==> src/rtl/alu_pkg.sv <==
// Shared definitions for the ALU issue unit: op codes, the legal funct list,
// FSM state encoding and the decode result record.
package alu_pkg;

    localparam logic [5:0] OP_ADD  = 6'b100000;
    localparam logic [5:0] OP_ADDU = 6'b100001;
    localparam logic [5:0] OP_SUB  = 6'b100010;
    localparam logic [5:0] OP_SUBU = 6'b100011;
    localparam logic [5:0] OP_AND  = 6'b100100;
    localparam logic [5:0] OP_OR   = 6'b100101;
    localparam logic [5:0] OP_XOR  = 6'b100110;
    localparam logic [5:0] OP_SLL  = 6'b000001;
    localparam logic [5:0] OP_SRL  = 6'b000010;
    localparam logic [5:0] OP_SRA  = 6'b000011;

    localparam int NUM_LEGAL = 10;

    // Every funct the unit will issue; anything else is reported illegal.
    localparam logic [NUM_LEGAL-1:0][5:0] LEGAL_FUNCTS = {
        OP_ADD, OP_ADDU, OP_SUB, OP_SUBU, OP_AND,
        OP_OR,  OP_XOR,  OP_SLL, OP_SRL,  OP_SRA
    };

    typedef enum logic [1:0] {
        ST_IDLE    = 2'd0,
        ST_ISSUE   = 2'd1,
        ST_CAPTURE = 2'd2,
        ST_HOLD    = 2'd3
    } state_t;

    typedef struct packed {
        logic        legal;
        logic [5:0]  op_code;
        logic [31:0] operand1;
        logic [31:0] operand2;
    } dec_t;

    function automatic logic funct_is_legal(input logic [5:0] funct);
        logic hit;
        hit = 1'b0;
        for (int i = 0; i < NUM_LEGAL; i++)
            if (LEGAL_FUNCTS[i] == funct) hit = 1'b1;
        return hit;
    endfunction

    function automatic logic funct_is_shift(input logic [5:0] funct);
        return (funct == OP_SLL) || (funct == OP_SRL) || (funct == OP_SRA);
    endfunction

endpackage

==> src/rtl/alu_funct_decode.sv <==
// Combinational funct decode: legality check and operand selection.
// Shifts take the value from rt and the amount from shamt; everything
// else operates on rs and rt.
module alu_funct_decode
    import alu_pkg::*;
(
    input  logic [10:0] instr_lo,
    input  logic [31:0] rs_data,
    input  logic [31:0] rt_data,
    output dec_t        dec
);

    logic [5:0] funct;
    logic [4:0] shamt;

    assign funct = instr_lo[5:0];
    assign shamt = instr_lo[10:6];

    // Decode legality and pick operands for the op class.
    always_comb begin
        dec          = '0;
        dec.legal    = funct_is_legal(funct);
        dec.op_code  = funct;
        if (funct_is_shift(funct)) begin
            dec.operand1 = rt_data;
            dec.operand2 = {27'd0, shamt};
        end else begin
            dec.operand1 = rs_data;
            dec.operand2 = rt_data;
        end
    end

endmodule

==> src/rtl/alu_issue_unit.sv <==
// ALU issue unit: accepts one R-type op at a time, drives registered
// operands to an external combinational ALU for a full cycle, captures the
// response and holds it until downstream takes it.
// Optional feature: define ALU_ISSUE_OVF_TRAP_EN to suppress writeback of
// signed ADD/SUB results that overflow.
module alu_issue_unit
    import alu_pkg::*;
(
    input  logic        clk,
    input  logic        rst_n,
    input  logic        in_valid,
    output logic        in_ready,
    input  logic [31:0] in_instr,
    input  logic [31:0] in_rs_data,
    input  logic [31:0] in_rt_data,
    output logic [5:0]  alu_op_code,
    output logic [31:0] alu_operand1,
    output logic [31:0] alu_operand2,
    input  logic [31:0] alu_result,
    input  logic        alu_zero,
    input  logic        alu_overflow,
    output logic        out_valid,
    input  logic        out_ready,
    output logic [31:0] out_result,
    output logic        out_zero,
    output logic        out_overflow,
    output logic [4:0]  out_rd,
    output logic        out_wr_en,
    output logic        out_illegal,
    output logic [15:0] issue_count
);

    state_t     state_q, state_d;
    dec_t       dec;
    logic       accept;
    logic [4:0] rd_q;
    logic       wr_en_cap;
    logic       unused_instr_hi;

    assign unused_instr_hi = ^in_instr[31:16];

    alu_funct_decode u_decode (
        .instr_lo (in_instr[10:0]),
        .rs_data  (in_rs_data),
        .rt_data  (in_rt_data),
        .dec      (dec)
    );

    // Ready only while idle and out of reset.
    assign in_ready  = rst_n && (state_q == ST_IDLE);
    assign accept    = in_valid && (state_q == ST_IDLE);
    assign out_valid = (state_q == ST_HOLD);

    // Writeback enable for a captured legal result.
    always_comb begin
        wr_en_cap = 1'b1;
`ifdef ALU_ISSUE_OVF_TRAP_EN
        if (alu_overflow && ((alu_op_code == OP_ADD) || (alu_op_code == OP_SUB)))
            wr_en_cap = 1'b0;
`endif
    end

    // State register.
    always_ff @(posedge clk or negedge rst_n) begin
        if (!rst_n) state_q <= ST_IDLE;
        else        state_q <= state_d;
    end

    // Next-state logic.
    always_comb begin
        state_d = state_q;
        case (state_q)
            ST_IDLE:    if (accept) state_d = dec.legal ? ST_ISSUE : ST_HOLD;
            ST_ISSUE:   state_d = ST_CAPTURE;
            ST_CAPTURE: state_d = ST_HOLD;
            ST_HOLD:    if (out_ready) state_d = ST_IDLE;
            default:    state_d = ST_IDLE;
        endcase
    end

    // Issue registers and issue counter, loaded on a legal accept only.
    always_ff @(posedge clk or negedge rst_n) begin
        if (!rst_n) begin
            alu_op_code  <= '0;
            alu_operand1 <= '0;
            alu_operand2 <= '0;
            rd_q         <= '0;
            issue_count  <= '0;
        end else if (accept && dec.legal) begin
            alu_op_code  <= dec.op_code;
            alu_operand1 <= dec.operand1;
            alu_operand2 <= dec.operand2;
            rd_q         <= in_instr[15:11];
            if (issue_count != 16'hFFFF)
                issue_count <= issue_count + 16'd1;
        end
    end

    // Result registers: filled in CAPTURE, or with an illegal marker
    // straight from IDLE; untouched in HOLD so they stay stable.
    always_ff @(posedge clk or negedge rst_n) begin
        if (!rst_n) begin
            out_result   <= '0;
            out_zero     <= 1'b0;
            out_overflow <= 1'b0;
            out_rd       <= '0;
            out_wr_en    <= 1'b0;
            out_illegal  <= 1'b0;
        end else if (accept && !dec.legal) begin
            out_result   <= '0;
            out_zero     <= 1'b0;
            out_overflow <= 1'b0;
            out_rd       <= in_instr[15:11];
            out_wr_en    <= 1'b0;
            out_illegal  <= 1'b1;
        end else if (state_q == ST_CAPTURE) begin
            out_result   <= alu_result;
            out_zero     <= alu_zero;
            out_overflow <= alu_overflow;
            out_rd       <= rd_q;
            out_wr_en    <= wr_en_cap;
            out_illegal  <= 1'b0;
        end
    end

endmodule

==> config.mk <==
export PLATFORM = sky130hd
export DESIGN_NAME = alu_issue_unit
export DESIGN_NICKNAME = d
export VERILOG_FILES = /design/src/rtl/alu_pkg.sv /design/src/rtl/alu_funct_decode.sv /design/src/rtl/alu_issue_unit.sv
export SDC_FILE = /design/constraint.sdc
export NUM_CORES = 1
export LEC_CHECK = 0
export ABC_AREA = 1
export BUFFER_PORTS_ARGS = -buffer_cell sky130_fd_sc_hd__buf_2
export CAP_MARGIN = 20
export CORE_ASPECT_RATIO = 0.6
export CORE_MARGIN = 4
export CORE_UTILIZATION = 52
export CTS_CLUSTER_DIAMETER = 120
export DETAILED_ROUTE_END_ITERATION = 10
export GPL_ROUTABILITY_DRIVEN = 0
export PLACE_DENSITY = 0.84
export SYNTH_ARGS = -nofsm -noshare
export SYNTH_HDL_FRONTEND = slang
export SYNTH_SLANG_ARGS = --single-unit
==> constraint.sdc <==
create_clock -name clk -period 3.2 [get_ports clk]
set_input_delay 0.96 -clock clk [delete_from_list [all_inputs] [get_ports clk]]
set_output_delay 0.96 -clock clk [all_outputs]
set_load 0.02 [all_outputs]
# --- Yosys cells after proc, flatten, opt, wreduce, memory -nomap -nowiden ---
# Index checks and enable logic that the tools add are counted.
classes:
  n_mux: 27
  eq_ne: 19
  reduce_logical: 11
  add_sub_neg: 1
ops:
  columns: ["operator", "n"]
  rows:
  - ["32-bit 2-to-1 mux", 2]
  - ["64-bit 2-to-1 mux", 1]
  - ["6-bit == test (first input constant)", 7]
  - ["1-bit 2-to-1 mux", 18]
  - ["16-bit by 1-bit adder with 16-bit output (second input constant)", 1]
  - ["16-bit != test (second input constant)", 1]
  - ["2-bit by 6-bit == test with 1-bit output (first input constant)", 2]
  - ["6-bit by 2-bit == test with 1-bit output (second input constant)", 2]
  - ["5-bit 2-to-1 mux", 2]
  - ["2-bit one-hot mux with 4 select lines", 1]
  - ["1-bit by 6-bit == test with 1-bit output (first input constant)", 1]
  - ["6-bit by 1-bit == test with 1-bit output (second input constant)", 1]
  - ["2-bit 2-to-1 mux", 3]
  - ["2-bit == test (second input constant)", 2]
  - ["1-bit logical AND", 4]
  - ["2-bit AND reduction", 2]
  - ["2-bit by 1-bit == test with 1-bit output (second input constant)", 1]
  - ["2-bit zero test", 1]
  - ["1-bit logical OR", 2]
  - ["2-bit by 1-bit != test with 1-bit output (second input constant)", 1]
  - ["2-bit != test (second input constant)", 1]
  - ["2-bit nonzero test", 1]
  - ["1-bit zero test", 1]
word_totals:
  regBits: 134

# --- Depth between registers and ports, before layout ---
# Gate-level depths: netlist (run 1).
depth:
  depth_word: 14
  depth_mapped: 10
  depth_no_buf: 9

# --- Modules after synthesis ---
# A second synthesis (run 1) with hierarchy kept.
unflattened:
  hier_cells: 796
  hier_area_um2: 6413.7
by_module_without_submodules:
  columns: ["module", "area_each_um2", "cells_each", "instances", "seq_area_each_um2"]
  rows:
  - ["alu_issue_unit", 5469.0, 597, 1, 3353.2]
  - ["alu_funct_decode", 944.7, 199, 1, 0.0]

# --- Least setup slack after synthesis (run 1) ---
# Ideal clock, no wire load.
synth_path:
  path_type: "input -> output"
  startpoint: "input rst_n"
  endpoint: "output in_ready"
  n_path_buf: 0
  stages: 2
  slack_ns: 1.106
  t_arrival_ns: 1.134
  path_cell_list: "nand2_1 > inv_1"
synth_between:
  elab_chain_cells: 1
synth_lines:
  columns: ["element", "line", "source"]
  rows:
  - ["start: declaration", "alu_issue_unit.sv:10", "input logic rst_n,"]
  - ["1-bit logical AND", "alu_issue_unit.sv:50", "assign in_ready = rst_n && (state_q == ST_IDLE);"]
  - ["end: declaration", "alu_issue_unit.sv:12", "output logic in_ready,"]
# No other way between the ends.

# --- Worst setup path after layout (run 1) ---
layout_path:
  startpoint: "register state_q[0]"
  endpoint: "output in_ready"
layout_between:
  elab_chain_cells: 2
layout_lines:
  columns: ["element", "line", "source"]
  rows:
  - ["start: declaration", "alu_issue_unit.sv:33", "state_t state_q, state_d;"]
  - ["start signal: assignment", "alu_issue_unit.sv:66", "else state_q <= state_d;"]
  - ["2-bit zero test", "alu_issue_unit.sv:50", null]
  - ["1-bit logical AND", "alu_issue_unit.sv:50", null]
# No other way between the ends.

==> Implementation_results.wiki, run 1 <==
{| class="wikitable"
! Metric !! Value
|-
| Initial antenna violation count || 0
|-
| Hold-fix buffers at CTS || 0
|-
| DP Cell Count || 1,169
|-
| Proportion of synthesized chip area in sequential cells || 53.4%
|-
| Overall via count from detail_route || 5,765
|-
| Sort of element at the end of the critical path || output pin
|-
| Share of the clock period used by the worst path || 74.0%
|-
| Cell accounting for the most synthesized area || sky130_fd_sc_hd__dfrtp_1
|-
| Clock slew at the register clock pins of the worst setup and hold paths || 0.06 ns
|-
| Global router's overall resource usage || 24.5%
|-
| Endpoint of the worst hold path || out_result[21]$_DFFE_PN0P_
|-
| Floorplan die area || 0.0139 mm2
|-
| Number of instances resized during post-cts repair || 0
|-
| Endpoints failing hold || 0
|-
| Starting utilization of the core area || 54.3%
|-
| Number of distinct library cells after synthesis || 28
|-
| Max Clock Freq || 422 MHz
|-
| Cell repeated most along the worst path || sky130_fd_sc_hd__inv_1
|-
| Syn-to-layout area delta || 29.1%
|-
| Setup repair after global routing missed its margin || false
|-
| Setup Fix Bufs, Post-CTS || 0
|-
| Max-cap violation count || 0
|-
| Worst Path Max Fanout || 4
|-
| Maximum level of the CTS H-tree || 4
|-
| Endpoints failing setup || 0
|-
| Worst clock skew on the final layout || 0.00903 ns
|-
| Routed wire length per instance || 14.0 um
|-
| Worst slew pin tran || 0.967 ns
|-
| Clock latency on the worst-skew pair || 0.41 ns
|-
| TritonCTS clock tree || built
|-
| Power consumption || 7.70 mW
|-
| Xor/xnor cell area share of the yosys netlist || 0.977%
|-
| Number of remaining DRC errors || 0
|-
| Hold Path Class || reg2reg
|-
| Number of cells in the finished layout apart from fillers || 1,201
|-
| Critical-path cell with the highest stage delay || sky130_fd_sc_hd__dfrtp_1
|-
| Clock sinks || 134
|-
| Data required time at the worst endpoint || 2.24 ns
|-
| Pwr Density || 949 mW/mm2
|-
| Compound-Gate Fraction of Synth Area || 6.22%
|-
| DRT iter0 DRCs || 345
|-
| Net count after synthesis || 935
|-
| Simple-gate area share of the yosys netlist || 30.9%
|-
| Number of cell rows || 30
|-
| TritonCTS buffer count || 17
|-
| Count of fill cells added during filler insertion || 948
|-
| Endpoint of the worst register-to-register path || alu_operand2[15]$_DFFE_PN0P_
|-
| Final Max Slew Viols || 0
|-
| Clock period minus final worst setup slack || 2.37 ns
|-
| Cell count after synthesis || 796
|-
| Beginning of the worst hold path || out_result[21]$_DFFE_PN0P_
|-
| Worst ir drop on vdd || 549 uV
|-
| Critical-path cell list || inv_1 > ha_1 > nand2_1 > inv_1 > buf_2
|-
| Vias in the first global route || 5,430
|-
| Slack of the worst reg-to-reg path || 0.95 ns
|-
| Worst R2R Path Depth || 8
|-
| Remaining number of nets flagged by the antenna check after routing || 0
|-
| Instance count along the most critical hold path || 2
|-
| WL final || 16.8 mm
|-
| Avg Cell Area, Syn || 7.88 um2
|-
| Dominant combinational cell family by area after synthesis || simple AND/OR/NAND/NOR gates
|-
| Detailed-routing iteration count for the pre-antenna-repair pass || 5
|-
| Setup TNS || 0 ns
|-
| Top cells by area in the synthesized netlist || sky130_fd_sc_hd__dfrtp_1, sky130_fd_sc_hd__nand2_1, sky130_fd_sc_hd__inv_1
|-
| Largest stage delay on the critical path || 0.38 ns
|-
| Fraction of layout cells with a size suffix above 1 || 29.5%
|-
| Number of diodes || 0
|-
| Global route total overflow || 0
|-
| Register bit count reported by yosys || 134
|-
| Core Box Area || 0.0116 mm2
|-
| Number of buffers added on ports || 246
|-
| Category of the critical setup timing path || reg2out
|-
| Proportion of synthesized area in mux cells || 0%
|-
| Global-route wire length before repair || 27.2 mm
|-
| Outcome || completed
|-
| Buffers from clock root to sink, at most || 2
|-
| Adder-cell share of the synthesized area || 0.997%
|-
| Max-Slew Margin vs Limit || 35.5%
|-
| Final layout net count || 1,167
|-
| Final HPWL DP || 11.5 mm
|-
| Library cell used as clock root buffer || sky130_fd_sc_hd__clkbuf_16
|-
| Largest net degree at the start of global routing || 135
|-
| Syn. warnings || 0
|-
| Total I/O pin count || 263
|-
| Die W || 150 um
|-
| Launching element type of the critical path || register
|-
| Area share of the largest cell type after synthesis || 53.4%
|-
| Launch point of the worst reg-to-reg path || state_q[1]$_DFFE_PN0P_
|-
| Total standard cell area after synthesis || 0.00628 mm2
|-
| Leakage component of the power || 4.88 nW
|-
| Vertical extent of the die || 93.1 um
|-
| Number of vias per cell after detailed routing || 4.80
|-
| Worst EP arrival || 1.41 ns
|}
[cells in the final DEF (no fill, tap or decap)]
| master | instances |
|---|---|
| sky130_fd_sc_hd__nand2_1 | 419 |
| sky130_fd_sc_hd__buf_2 | 245 |
| sky130_fd_sc_hd__dfrtp_1 | 134 |
| sky130_fd_sc_hd__inv_1 | 55 |
| sky130_fd_sc_hd__o21ai_0 | 35 |
| sky130_fd_sc_hd__nor2_1 | 23 |
| sky130_fd_sc_hd__nand3_1 | 22 |
| sky130_fd_sc_hd__o21ai_1 | 20 |
| sky130_fd_sc_hd__clkbuf_16 | 17 |
| sky130_fd_sc_hd__o21ai_2 | 9 |
| sky130_fd_sc_hd__a21oi_1 | 6 |
| sky130_fd_sc_hd__nand4_1 | 5 |
| sky130_fd_sc_hd__ha_1 | 5 |
| sky130_fd_sc_hd__inv_6 | 5 |
| sky130_fd_sc_hd__nor2_2 | 4 |
| sky130_fd_sc_hd__xnor2_1 | 4 |
| sky130_fd_sc_hd__inv_2 | 3 |
| sky130_fd_sc_hd__xor2_1 | 3 |
| sky130_fd_sc_hd__clkinv_4 | 3 |
| sky130_fd_sc_hd__clkinvlp_4 | 3 |
| sky130_fd_sc_hd__nand3_4 | 2 |
| sky130_fd_sc_hd__nand3_2 | 2 |
| sky130_fd_sc_hd__nand2_4 | 2 |
| sky130_fd_sc_hd__nand2_2 | 2 |
| sky130_fd_sc_hd__bufinv_16 | 2 |
| sky130_fd_sc_hd__buf_4 | 2 |
| sky130_fd_sc_hd__clkinv_2 | 1 |
| sky130_fd_sc_hd__nor2_4 | 1 |
| sky130_fd_sc_hd__nand3b_1 | 1 |
| sky130_fd_sc_hd__o22ai_1 | 1 |
| sky130_fd_sc_hd__nor3_1 | 1 |
| sky130_fd_sc_hd__clkbuf_8 | 1 |
| sky130_fd_sc_hd__inv_8 | 1 |
| sky130_fd_sc_hd__buf_6 | 1 |
| sky130_fd_sc_hd__buf_12 | 1 |
[per-stage QoR]
step                util (%)  instance area, um2  worst slack [ns]  hold slack [ns]
finish                  70.1                8110             0.832            0.467
global route            70.1                8110             0.698            0.496
CTS                     70.1                8110             0.818            0.469
detailed placement      64.9                7500             0.492            0.454
global placement        64.9                7500             0.528            0.449
floorplan                  -                6280              1.11            0.449
[report_power, final]
group | leakage (nW) | total (mW) | internal (mW) | switching [mW]
Combinational | 2.86 | 2.92 | 0.933 | 1.99
Sequential | 1.73 | 2.79 | 2.39 | 0.401
Clock | 0.286 | 1.98 | 1.19 | 0.791
[layer usage]
layer / routed length (um) / up-vias / global-route usage, %
met5: 0 / - / 0
met2: 7890 / 217 / 38.9
met4: 173 / 0 / 5.78
met1: 7330 / 2617 / 33.3
li1: - / 2911 / -
met3: 1450 / 20 / 7.46
[cells in the mapped netlist]
master                       n
sky130_fd_sc_hd__nand4_1     5
sky130_fd_sc_hd__dfrtp_1   134
sky130_fd_sc_hd__inv_2       3
sky130_fd_sc_hd__inv_1      55
sky130_fd_sc_hd__nor2_1     23
sky130_fd_sc_hd__nand3_4     2
sky130_fd_sc_hd__buf_4       3
sky130_fd_sc_hd__clkinv_2    1
sky130_fd_sc_hd__nor2_2      4
sky130_fd_sc_hd__o22ai_1     1
sky130_fd_sc_hd__nand2_4     2
sky130_fd_sc_hd__nor3_1      1
sky130_fd_sc_hd__nand2_1   419
sky130_fd_sc_hd__xnor2_1     4
sky130_fd_sc_hd__buf_2      14
sky130_fd_sc_hd__xor2_1      3
sky130_fd_sc_hd__o21ai_2     9
sky130_fd_sc_hd__a21oi_1     6
sky130_fd_sc_hd__nand3b_1    1
sky130_fd_sc_hd__nand3_2     2
sky130_fd_sc_hd__nor2_4      1
sky130_fd_sc_hd__o21ai_0    35
sky130_fd_sc_hd__nand2_2     2
sky130_fd_sc_hd__o21ai_1    20
sky130_fd_sc_hd__buf_6      11
sky130_fd_sc_hd__clkbuf_1    8
sky130_fd_sc_hd__ha_1        5
sky130_fd_sc_hd__nand3_1    22
[final cells by class]
class                      instances  area [um2]  area share, %
clock buffer                      18         439           5.42
clock inverter                    14         164           2.02
inverter                          59         223           2.75
multi-input combinational        567        2450           30.3
sequential                       134        3350           41.4
tap                              160         200           2.47
timing repair buffer             249        1270           15.7
[worst max-delay path by stage]
stage | start | to | cells past startpoint
finish | state_q[0]$_DFFE_PN0P_ | in_ready | 5
global placement | in_instr[1] | alu_operand2[9]$_DFFE_PN0P_ | 9
floorplan | rst_n | in_ready | 2
CTS | state_q[0]$_DFFE_PN0P_ | in_ready | 5
detailed placement | in_instr[1] | alu_operand2[16]$_DFFE_PN0P_ | 9
global route | state_q[1]$_DFFE_PN0P_ | alu_operand2[12]$_DFFE_PN0P_ | 8
[critical path, delay by kind of cell (launching register included)]
kind                     cells  cell delay (ns)
adder cells (fa/ha/maj)      1             0.23
flip-flops                   1             0.38
AND/OR/NAND/NOR              1             0.06
buffers and inverters        3             0.33
[state kept, by name (all words and copies together) (netlist names)]
register and flops:
out_illegal 1, out_rd 5, state_q 2, out_overflow 1, out_wr_en 1, rd_q 5, alu_op_code 6, out_result 32
alu_operand2 32, issue_count 16, out_zero 1, alu_operand1 32
[logic make-up after synthesis]
group           Yosys count
xor+xnor                  7
buf+inv                  95
simple gates            484
flops                   134
compound gates           71
fa+ha+maj                 5
Note: power is estimated with default switching activity, not from simulation.
==> inputs of run 2 (changes only) <==
CORE_UTILIZATION = 44   (was 52)
PLACE_DENSITY = 0.75   (was 0.84)
clock period = 2 ns   (was 3.2 ns; I/O delays follow)
==> Implementation_results.wiki, run 2 (same netlist as run 1, synthesis figures left out) <==
{| class="wikitable"
! Metric !! Value
|-
| Max Clock Freq || 527 MHz
|-
| Setup repair after global routing missed its margin || false
|-
| Global router's overall resource usage || 21.2%
|-
| Worst clock skew on the final layout || 0.0139 ns
|-
| Post-detailed-placement cell area || 0.00770 mm2
|-
| Hold-fix buffers at CTS || 0
|-
| Remaining number of nets flagged by the antenna check after routing || 0
|-
| Final HPWL DP || 12.2 mm
|-
| Core Box Area || 0.0138 mm2
|-
| Sum of buffers and inverters on the critical path || 3
|-
| Largest net degree at the start of global routing || 135
|-
| Floorplan die area || 0.0163 mm2
|-
| Overall via count from detail_route || 5,758
|-
| Worst ir drop on vdd || 713 uV
|-
| Category of the critical setup timing path || reg2out
|-
| Critical-path cell list || inv_2 > ha_4 > nand2_1 > inv_1 > buf_4
|-
| Combinational power share || 39.0%
|-
| TritonCTS buffer count || 17
|-
| Largest stage delay on the critical path || 0.40 ns
|-
| WL final || 17.0 mm
|-
| Number of cell rows || 33
|-
| Max-cap violation count || 0
|-
| Sort of element at the end of the critical path || output pin
|-
| Most frequent standard cell in the layout excluding fill and tap cells || sky130_fd_sc_hd__nand2_1
|-
| Number of vias per cell after detailed routing || 4.63
|-
| Number of buffers added on ports || 246
|-
| Share of the clock period used by the worst path || 94.9%
|-
| Critical-path cell with the highest stage delay || sky130_fd_sc_hd__dfrtp_1
|-
| Endpoints failing setup || 0
|-
| Final layout net count || 1,178
|-
| Die W || 162 um
|-
| Data required time at the worst endpoint || 1.40 ns
|-
| Register share of total power || 35.8%
|-
| Fraction of layout cells with a size suffix above 1 || 30.4%
|-
| Global route total overflow || 0
|-
| Starting utilization of the core area || 45.5%
|-
| Global-route wire length before repair || 27.8 mm
|-
| Vertical extent of the die || 101 um
|-
| Leading cell types in the layout, fill and taps excluded || sky130_fd_sc_hd__nand2_1, sky130_fd_sc_hd__buf_2, sky130_fd_sc_hd__dfrtp_1, sky130_fd_sc_hd__inv_1, sky130_fd_sc_hd__o21ai_0
|-
| Leakage component of the power || 4.96 nW
|-
| Cell family with most CP delay || flip-flops
|-
| Reported net switching power || 5.05 mW
|-
| Cell Int Power || 7.37 mW
|-
| Number of remaining DRC errors || 0
|-
| Routed wire length per instance || 13.7 um
|-
| Initial antenna violation count || 0
|-
| Worst slew pin tran || 0.772 ns
|-
| Clock latency on the worst-skew pair || 0.41 ns
|-
| Clock network fraction of design power || 25.2%
|-
| Clock period minus final worst setup slack || 1.90 ns
|-
| Buffers from clock root to sink, at most || 2
|-
| TritonCTS clock tree || built
|-
| Worst EP arrival || 1.30 ns
|-
| Detailed-routing iteration count for the pre-antenna-repair pass || 7
|-
| Setup TNS || 0 ns
|-
| Share of total power consumed by net switching || 40.7%
|-
| Pwr Density || 1490 mW/mm2
|-
| Total I/O pin count || 263
|-
| Hold Path Class || in2async
|-
| Maximum level of the CTS H-tree || 4
|-
| Post-Layout Inst Area || 0.00832 mm2
|-
| Endpoints failing hold || 0
|-
| Worst Path Max Fanout || 3
|-
| Clock sinks || 134
|-
| Registers with the most flip-flops || alu_operand1 (32), alu_operand2 (32), out_result (32)
|-
| Vias in the first global route || 5,524
|-
| Number of diodes || 0
|-
| Final Max Slew Viols || 0
|-
| Outcome || completed
|-
| Syn-to-layout area delta || 32.6%
|-
| Library cell used as clock root buffer || sky130_fd_sc_hd__clkbuf_16
|-
| Clock slew at the register clock pins of the worst setup and hold paths || 0.06 ns
|-
| Max-Slew Margin vs Limit || 48.5%
|-
| Launching element type of the critical path || register
|-
| DRT iter0 DRCs || 296
|}
[run 2: layout make-up]
class	count	area (um2)
Clock buffer	18	429
Inverter	59	223
Timing Repair Buffer	260	1450
Fill cell	1282	5470
Sequential cell	134	3350
Tap cell	192	240
Multi-Input combinational cell	567	2470
Clock inverter	14	164
[run 2: worst register-to-register path, cell delays in order, from the launching register on]
cell and delay (ns):
sky130_fd_sc_hd__dfrtp_1 0.46, sky130_fd_sc_hd__ha_1 0.25, sky130_fd_sc_hd__nand3_1 0.18, sky130_fd_sc_hd__inv_1 0.11
sky130_fd_sc_hd__nand2_2 0.10, sky130_fd_sc_hd__nor2_2 0.06, sky130_fd_sc_hd__nor2_4 0.33, sky130_fd_sc_hd__nand2_1 0.10
sky130_fd_sc_hd__nand2_1 0.09
[run 2: final timing paths]
check,start,end,slack (ns),cells past startpoint
min in group clk,alu_result[27],out_result[27]$_DFFE_PN0P_,0.38,3
hold / removal,rst_n,alu_operand2[10]$_DFFE_PN0P_,0.25,2
hold reg to reg,out_result[31]$_DFFE_PN0P_,out_result[31]$_DFFE_PN0P_,0.46,2
setup reg to reg,issue_count[0]$_DFFE_PN0P_,issue_count[11]$_DFFE_PN0P_,0.25,8
max in group asynchronous,rst_n,alu_operand2[4]$_DFFE_PN0P_,1.11,2
setup / recovery,state_q[0]$_DFFE_PN0P_,in_ready,0.10,5
[run 2: power by group through the flow]
stage,clock [mW],sequential (mW),combinational [mW]
2_1_floorplan,0,5.72,1.66
3_3_place_gp,0,4.44,4.73
3_5_place_dp,0,4.43,4.86
5_1_grt,3.35,4.59,5.33
6_report,3.13,4.44,4.85
4_1_cts,3.19,4.44,4.85
[run 2: repair_timing]
item / 4_1_cts / 5_1_grt
buffers inserted: 0 / 2
endpoints found under the hold margin: 0 / 0
endpoints found under the setup margin: 1 / 1
gates resized for setup: 2 / 3
[run 2: routing by layer]
layer	share of wire (%)	track usage [%]	vias up	wire, um
li1	-	-	2922	-
met1	48	30.3	2658	8200
met2	44	31.6	167	7450
met3	7.0	6.66	11	1190
met4	0.94	5.26	0	160
met5	0	0	-	0
[run 2: through the flow]
stage,hold slack (ns),utilization (%),setup slack [ns],cells,total power [mW]
3_3_place_gp,0.450,55.8,0.163,1210,9.17
2_1_floorplan,0.304,-,0.372,796,7.37
5_1_grt,0.327,60.3,0.0343,1244,13.3
4_1_cts,0.350,60.1,0.0111,1242,12.5
6_report,0.247,60.3,0.102,1244,12.4
3_5_place_dp,0.453,55.8,0.135,1210,9.28
